<file path="config.mk">
export PLATFORM = sky130hd
export DESIGN_NAME = rdcntrl_mwin
export DESIGN_NICKNAME = d
export VERILOG_FILES = /design/src/rtl/rdcntrl_mwin.sv
export SDC_FILE = /design/constraint.sdc
export NUM_CORES = 1
export LEC_CHECK = 0
export ABC_AREA = 1
export BUFFER_PORTS_ARGS = -buffer_cell sky130_fd_sc_hd__buf_2
export CORE_UTILIZATION = 45
export CTS_BUF_LIST = sky130_fd_sc_hd__clkbuf_16
export CTS_CLUSTER_DIAMETER = 40
export DETAILED_ROUTE_END_ITERATION = 12
export PLACE_DENSITY = 0.6
export SLEW_MARGIN = 10
export SYNTH_ARGS = -nofsm -noshare
export SYNTH_HDL_FRONTEND = slang
export SYNTH_SLANG_ARGS = --single-unit
</file>
<file path="constraint.sdc">
create_clock -name CLK -period 2.4 [get_ports CLK]
set_input_delay 0.24 -clock CLK [delete_from_list [all_inputs] [get_ports CLK]]
set_output_delay 0.24 -clock CLK [all_outputs]
set_load 0.01 [all_outputs]
</file>
<file path="src/rtl/rdcntrl_mwin.sv">
// rdcntrl_mwin: windowed match/no-match readout controller with descriptor and L1A-number FIFOs
module rdcntrl_mwin #(
    parameter int TMR    = 0,
    parameter int NBLK_W = 4,
    parameter int MAXWIN = 4,
    parameter int FDEPTH = 8,
    parameter int L1AN_W = 6,
    localparam int WS    = $clog2(MAXWIN + 1)
) (
    input  logic              CLK,
    input  logic              RST,
    input  logic              PBEND,
    input  logic [NBLK_W-1:0] BLKIN,
    input  logic              MATCH,
    input  logic              NO_MATCH,
    input  logic              L1A,
    input  logic              GMATCH,
    input  logic [WS-1:0]     WIN_SEL,
    input  logic              RD_ACK,
    output logic              DAV,
    output logic [NBLK_W-1:0] BLKOUT,
    output logic [WS-1:0]     MCNT,
    output logic [L1AN_W-1:0] L1ANUM,
    output logic              NOL1A_MATCH,
    output logic              TEMPTY,
    output logic              FULL,
    output logic              OVF
);
    localparam int HW = (MAXWIN > 1) ? MAXWIN - 1 : 1;
    localparam int AW = $clog2(FDEPTH);
    localparam int CW = AW + 1;
    localparam int DW = NBLK_W + WS;
    localparam logic [0:0] IDLE = 1'b0;
    localparam logic [0:0] PRES = 1'b1;

    logic              cur_m, cur_n;
    logic [HW-1:0]     hv, hm, hn;
    logic [NBLK_W-1:0] hb [HW];
    logic [MAXWIN-1:0] sv, sm, sn;
    logic [NBLK_W-1:0] sb [MAXWIN];
    logic [WS-1:0]     w, cnt, e_cnt;
    logic              keep, anyn, selv, e_push, e_nom;
    logic [NBLK_W-1:0] selb, e_blk;
    logic [L1AN_W-1:0] l1a_cnt;

    logic [DW-1:0]     d_mem [FDEPTH];
    logic [AW-1:0]     d_wp, d_rp;
    logic [CW-1:0]     d_n, d_nx;
    logic              d_wr, d_ovf;
    logic [L1AN_W-1:0] l_mem [FDEPTH];
    logic [AW-1:0]     l_wp, l_rp;
    logic [CW-1:0]     l_n, l_nx;
    logic              l_wr, l_ovf, l_empty, l_full;

    logic [0:0]        st, st_a, st_nx;
    logic              pop;

    assign w = (WIN_SEL == '0 || WIN_SEL > WS'(MAXWIN)) ? WS'(MAXWIN) : WIN_SEL;

    // post-shift history view and window evaluation over slots 1..W
    always_comb begin
        sv = '0;
        sm = '0;
        sn = '0;
        sv[0] = 1'b1;
        sb[0] = BLKIN;
        sm[0] = cur_m | MATCH;
        sn[0] = cur_n | NO_MATCH;
        for (int k = 1; k < MAXWIN; k++) begin
            sv[k] = hv[k-1];
            sm[k] = hm[k-1];
            sn[k] = hn[k-1];
            sb[k] = hb[k-1];
        end
        keep = 1'b0;
        anyn = 1'b0;
        cnt  = '0;
        selv = 1'b0;
        selb = '0;
        for (int k = 0; k < MAXWIN; k++) begin
            if (WS'(k + 1) <= w) begin
                keep = keep | sm[k];
                anyn = anyn | sn[k];
                cnt  = cnt + WS'(sm[k]);
            end
            if (WS'(k + 1) == w) begin
                selv = sv[k];
                selb = sb[k];
            end
        end
    end

    // sticky per-block flags and block history shift on PBEND
    always_ff @(posedge CLK) begin
        if (!RST) begin
            cur_m <= 1'b0;
            cur_n <= 1'b0;
            hv    <= '0;
            hm    <= '0;
            hn    <= '0;
            for (int k = 0; k < HW; k++) hb[k] <= '0;
        end else begin
            cur_m <= ~PBEND & (cur_m | MATCH);
            cur_n <= ~PBEND & (cur_n | NO_MATCH);
            if (PBEND) begin
                hv <= sv[HW-1:0];
                hm <= sm[HW-1:0];
                hn <= sn[HW-1:0];
                for (int k = 0; k < HW; k++) hb[k] <= sb[k];
            end
        end
    end

    // registered evaluation result, acted on one cycle later
    always_ff @(posedge CLK) begin
        if (!RST) begin
            e_push      <= 1'b0;
            e_nom       <= 1'b0;
            e_blk       <= '0;
            e_cnt       <= '0;
            NOL1A_MATCH <= 1'b0;
            l1a_cnt     <= '0;
        end else begin
            e_push      <= PBEND & selv & keep;
            e_nom       <= PBEND & selv & ~keep & anyn;
            e_blk       <= selb;
            e_cnt       <= cnt;
            NOL1A_MATCH <= e_nom;
            l1a_cnt     <= l1a_cnt + L1AN_W'(L1A);
        end
    end

    assign d_wr  = e_push & (~FULL | pop);
    assign d_ovf = e_push & FULL & ~pop;
    assign d_nx  = d_n + CW'(d_wr) - CW'(pop);
    assign l_wr  = GMATCH & (~l_full | pop);
    assign l_ovf = GMATCH & l_full & ~pop;
    assign l_nx  = l_n + CW'(l_wr) - CW'(pop);

    // FIFO storage, no reset needed since pointers gate every read
    always_ff @(posedge CLK) begin
        if (d_wr) d_mem[d_wp] <= {e_blk, e_cnt};
        if (l_wr) l_mem[l_wp] <= l1a_cnt;
    end

    // FIFO pointers, occupancy and registered flags
    always_ff @(posedge CLK) begin
        if (!RST) begin
            d_wp    <= '0;
            d_rp    <= '0;
            d_n     <= '0;
            TEMPTY  <= 1'b1;
            FULL    <= 1'b0;
            l_wp    <= '0;
            l_rp    <= '0;
            l_n     <= '0;
            l_empty <= 1'b1;
            l_full  <= 1'b0;
        end else begin
            d_wp    <= d_wp + AW'(d_wr);
            d_rp    <= d_rp + AW'(pop);
            d_n     <= d_nx;
            TEMPTY  <= d_nx == '0;
            FULL    <= d_nx == CW'(FDEPTH);
            l_wp    <= l_wp + AW'(l_wr);
            l_rp    <= l_rp + AW'(pop);
            l_n     <= l_nx;
            l_empty <= l_nx == '0;
            l_full  <= l_nx == CW'(FDEPTH);
        end
    end

    assign pop   = (st == IDLE) & ~TEMPTY & ~l_empty;
    assign st_nx = pop ? PRES : (st == PRES && RD_ACK) ? IDLE : st;
    assign DAV   = st == PRES;

    // readout FSM state register
    always_ff @(posedge CLK) begin
        if (!RST) st_a <= IDLE;
        else      st_a <= st_nx;
    end

    generate
        if (TMR != 0) begin : g_tmr
            logic [0:0] st_b, st_c;
            // redundant copies of the FSM state, majority-voted
            always_ff @(posedge CLK) begin
                if (!RST) begin
                    st_b <= IDLE;
                    st_c <= IDLE;
                end else begin
                    st_b <= st_nx;
                    st_c <= st_nx;
                end
            end
            assign st = (st_a & st_b) | (st_a & st_c) | (st_b & st_c);
        end else begin : g_single
            assign st = st_a;
        end
    endgenerate

    // presented record and sticky overflow
    always_ff @(posedge CLK) begin
        if (!RST) begin
            BLKOUT <= '0;
            MCNT   <= '0;
            L1ANUM <= '0;
            OVF    <= 1'b0;
        end else begin
            if (pop) begin
                {BLKOUT, MCNT} <= d_mem[d_rp];
                L1ANUM         <= l_mem[l_rp];
            end
            OVF <= OVF | d_ovf | l_ovf;
        end
    end
endmodule
</file>
==> qor.yml <==
synthesis:
  synthFlopType: "edfxtp_1"
  synth-seq-cells: 182
  ys_seq_area_share_pct: 61.7
  syn_area_um2: 7790
  avgSynthCellArea_um2: 9.60
  ys_warn_count: 0
  synthesis.nets: 852
  synth_edf_count: 116
  async_flop_share_pct: 0
  yosysUniqueCellTypes: 32
  netlist_instances: 811
finish:
  nFillCells: 1511
  fin_area_um2: 8840
  drive_gt1_share_pct: 13.3
  final_cells: 1093
  antenna_cells: 0
  syn_to_final_growth_pct: 13.5
  finalNetCount: 901
  final_common_cell: "nand2_1"
  mostFrequentLayoutCells: "nand2_1, edfxtp_1, inv_1"
sta:
  worst_slack_ns: 0.204
  relSlewSlack_pct: 48.7
  fmaxAchievable_ghz: 0.455
  drv_slew: 0
  hold_viol: 0
  worst_pin_slew_ns: 0.767
  finalSetupTns_ns: 0
  layout_min_cycle_time_ns: 2.20
  finalSetupViolCount: 0
  fin_skew_ns: 0.00797
  rsz0062_at_grt: "false"
  fin_crit_sh_pct: 91.5
cts:
  cts_tree: "built"
  clk_latency_ns: 0.43
  cts_max_level: 4
  clkTransAtPathRegs_ns: 0.06
  clock_sinks: 182
  hold_buffers: 0
  ctsRootBufferMaster: "clkbuf_16"
  clk_path_buf_depth: 2
  cts_buffers: 17
  post_cts_buffers: 0
worst_hold_path:
  hold_class: "primary input to flop"
  hold_path_end: "DAV$_SDFFE_PN0P_"
  hold_path_depth: 4
  hp-start: "RD_ACK"
critical_path:
  cp_slowest_cell: "fa_1"
  crit_family: "adder cells"
  arrival_ns: 2.56
  crit_chain: "nor2_2 > nand2_2 > nand2_1 > nand2_1 > ha_1 > inv_1 > ha_1 > inv_1 > fa_1 > xor2_1 > nand3b_1 > o21ai_1"
  cp-start-kind: "flop"
  path_class: "flop to flop"
  reg2reg_to: "TEMPTY$_SDFF_PN1_"
  cp-end-kind: "flop"
  r2r_cells: 12
  path_max_fanout: 7
  rr_startpoint: "DAV$_SDFFE_PN0P_"
  path_buf_inv: 2
  max_stage_delay_ns: 0.37
  crit_required_ns: 2.76
  rrSetupSlack_ns: 0.20
drt:
  viasPerCell: 4.86
  first_pass_iters: 5
  routedWlPerCell_um: 13.6
  drt-initial-drc-count: 436
  num_vias: 5313
  drcViolationCount: 0
  wl_um: 14800
  postRouteAntennaNets: 0
global_routing:
  grt_max_degree: 29
  grt_pass1_vias: 5114
  antenna_found_initial: 0
  overflow: 0
  grt_use_total_pct: 18.0
  grt_pass1_wl_um: 24700
run_status:
  status: "finished clean"
floorplanning:
  boundaryPins: 33
  start_util_pct: 46.5
  die_w_um: 134
  design.core.area_um2: 16800
  dieArea_um2: 17800
  placementRows: 47
  dieHeight_um: 134
power:
  pwr-share-clk_pct: 32.6
  p_sw_share_pct: 29.5
  ir_worst_vdd_mv: 0.560
  p_int_mw: 5.94
  p_leak_nw: 3.91
  power.share.combinational_pct: 22.3
  p_seq_share_pct: 45.1
  p_per_area_nw_per_um2: 953
  netSwitchingPower_mw: 2.49
job:
  maxCapViolCount: 0
place:
  gp_congestion: 0.836
  dpl.cell_count: 1061
  place_area_um2: 8230
  io_buffers: 32
  dpl.hpwl_um: 10200
  pre_cts_ws_ns: -0.126
cell usage after synthesis, types with 10 or more instances:
cell      instances  area [um2]
nand2_1         263         987
edfxtp_1        116        3480
inv_1            97         364
nand3_1          67         335
dfxtp_1          66        1320
nor2_1           57         214
ha_1             24         300
a21oi_1          22         110
o21ai_0          15        75.1
nor2_2           11        68.8
buf_2            10        50.1
o22ai_1          10        62.6
worst max path at each step:
stage                     slack [ns]              from  depth (start not counted)                   to
after floorplan                 0.16        WIN_SEL[0]                         19  e_cnt[1]$_SDFF_PN0_
after detailed placement       -0.13        WIN_SEL[0]                         20  e_cnt[1]$_SDFF_PN0_
after global placement         -0.04        WIN_SEL[0]                         20  e_cnt[1]$_SDFF_PN0_
after global routing           0.002  DAV$_SDFFE_PN0P_                         12    TEMPTY$_SDFF_PN1_
after CTS                       0.17  DAV$_SDFFE_PN0P_                         12    TEMPTY$_SDFF_PN1_
final                           0.20  DAV$_SDFFE_PN0P_                         12    TEMPTY$_SDFF_PN1_
power by group through the flow:
stage	clock [mW]	combinational (mW)	sequential, mW
2_1_floorplan	0	1.46	3.83
3_3_place_gp	0	1.80	3.85
3_5_place_dp	0	1.86	3.87
4_1_cts	2.80	1.87	3.80
5_1_grt	2.91	2.18	3.83
6_report	2.75	1.88	3.80
metrics by stage:
step | hold slack [ns] | power (mW) | utilization (%)
detailed placement | 0.406 | 5.72 | 49.1
finish | 0.0653 | 8.43 | 52.7
CTS | 0.0471 | 8.47 | 52.7
global route | 0.0709 | 8.92 | 52.7
global placement | 0.412 | 5.66 | 49.1
floorplan | 0.385 | 5.29 | -
area by class of cell:
class                           count  area [um2]  share of cell area [%]
Sequential cell                   182        4800                    54.4
Multi-Input combinational cell    498        2420                    27.4
Clock buffer                       21         526                    5.95
Inverter                          105         397                    4.49
Timing Repair Buffer               56         340                    3.85
Tap cell                          220         275                    3.11
Clock inverter                     11        73.8                   0.835
worst min-delay path: stages:
cell and delay (ns):
buf_2 0.07, inv_1 0.03, nand2_1 0.05, a21oi_1 0.06
registers in the layout, indices dropped and copies added, names as in the netlist, 3 cells and up:
signal,flops
BLKOUT,4
l1a_cnt,6
hb,12
hn,3
d_n,4
L1ANUM,6
d_wp,3
MCNT,3
hv,3
e_cnt,3
l_mem,48
l_n,4
l_rp,3
e_blk,4
d_rp,3
d_mem,56
hm,3
l_wp,3
layer usage:
metal	track usage, %	vias to the layer above	part of all wire, %
li1	-	2699	-
met1	23.5	2483	47
met2	29.8	111	48
met3	3.88	20	3.8
met4	6.12	0	1.2
met5	0	-	0
timing repair:
action / in CTS / in global routing
endpoints found under the setup margin: 0 / 3
resized for setup: 0 / 4
hold endpoints to repair: 0 / 0
logic make-up (layout without fill, tap and decap cells):
logic type      count (synthesis)  in the layout  synth area share, %
flops                         182            182                 61.7
buf+inv                       131            193                 7.33
fa+ha+maj                      26             26                 4.37
simple gates                  414            414                 22.2
xor+xnor                        9              9                 1.01
compound gates                 49             49                 3.37
Note: power is estimated with default switching activity, not from simulation.
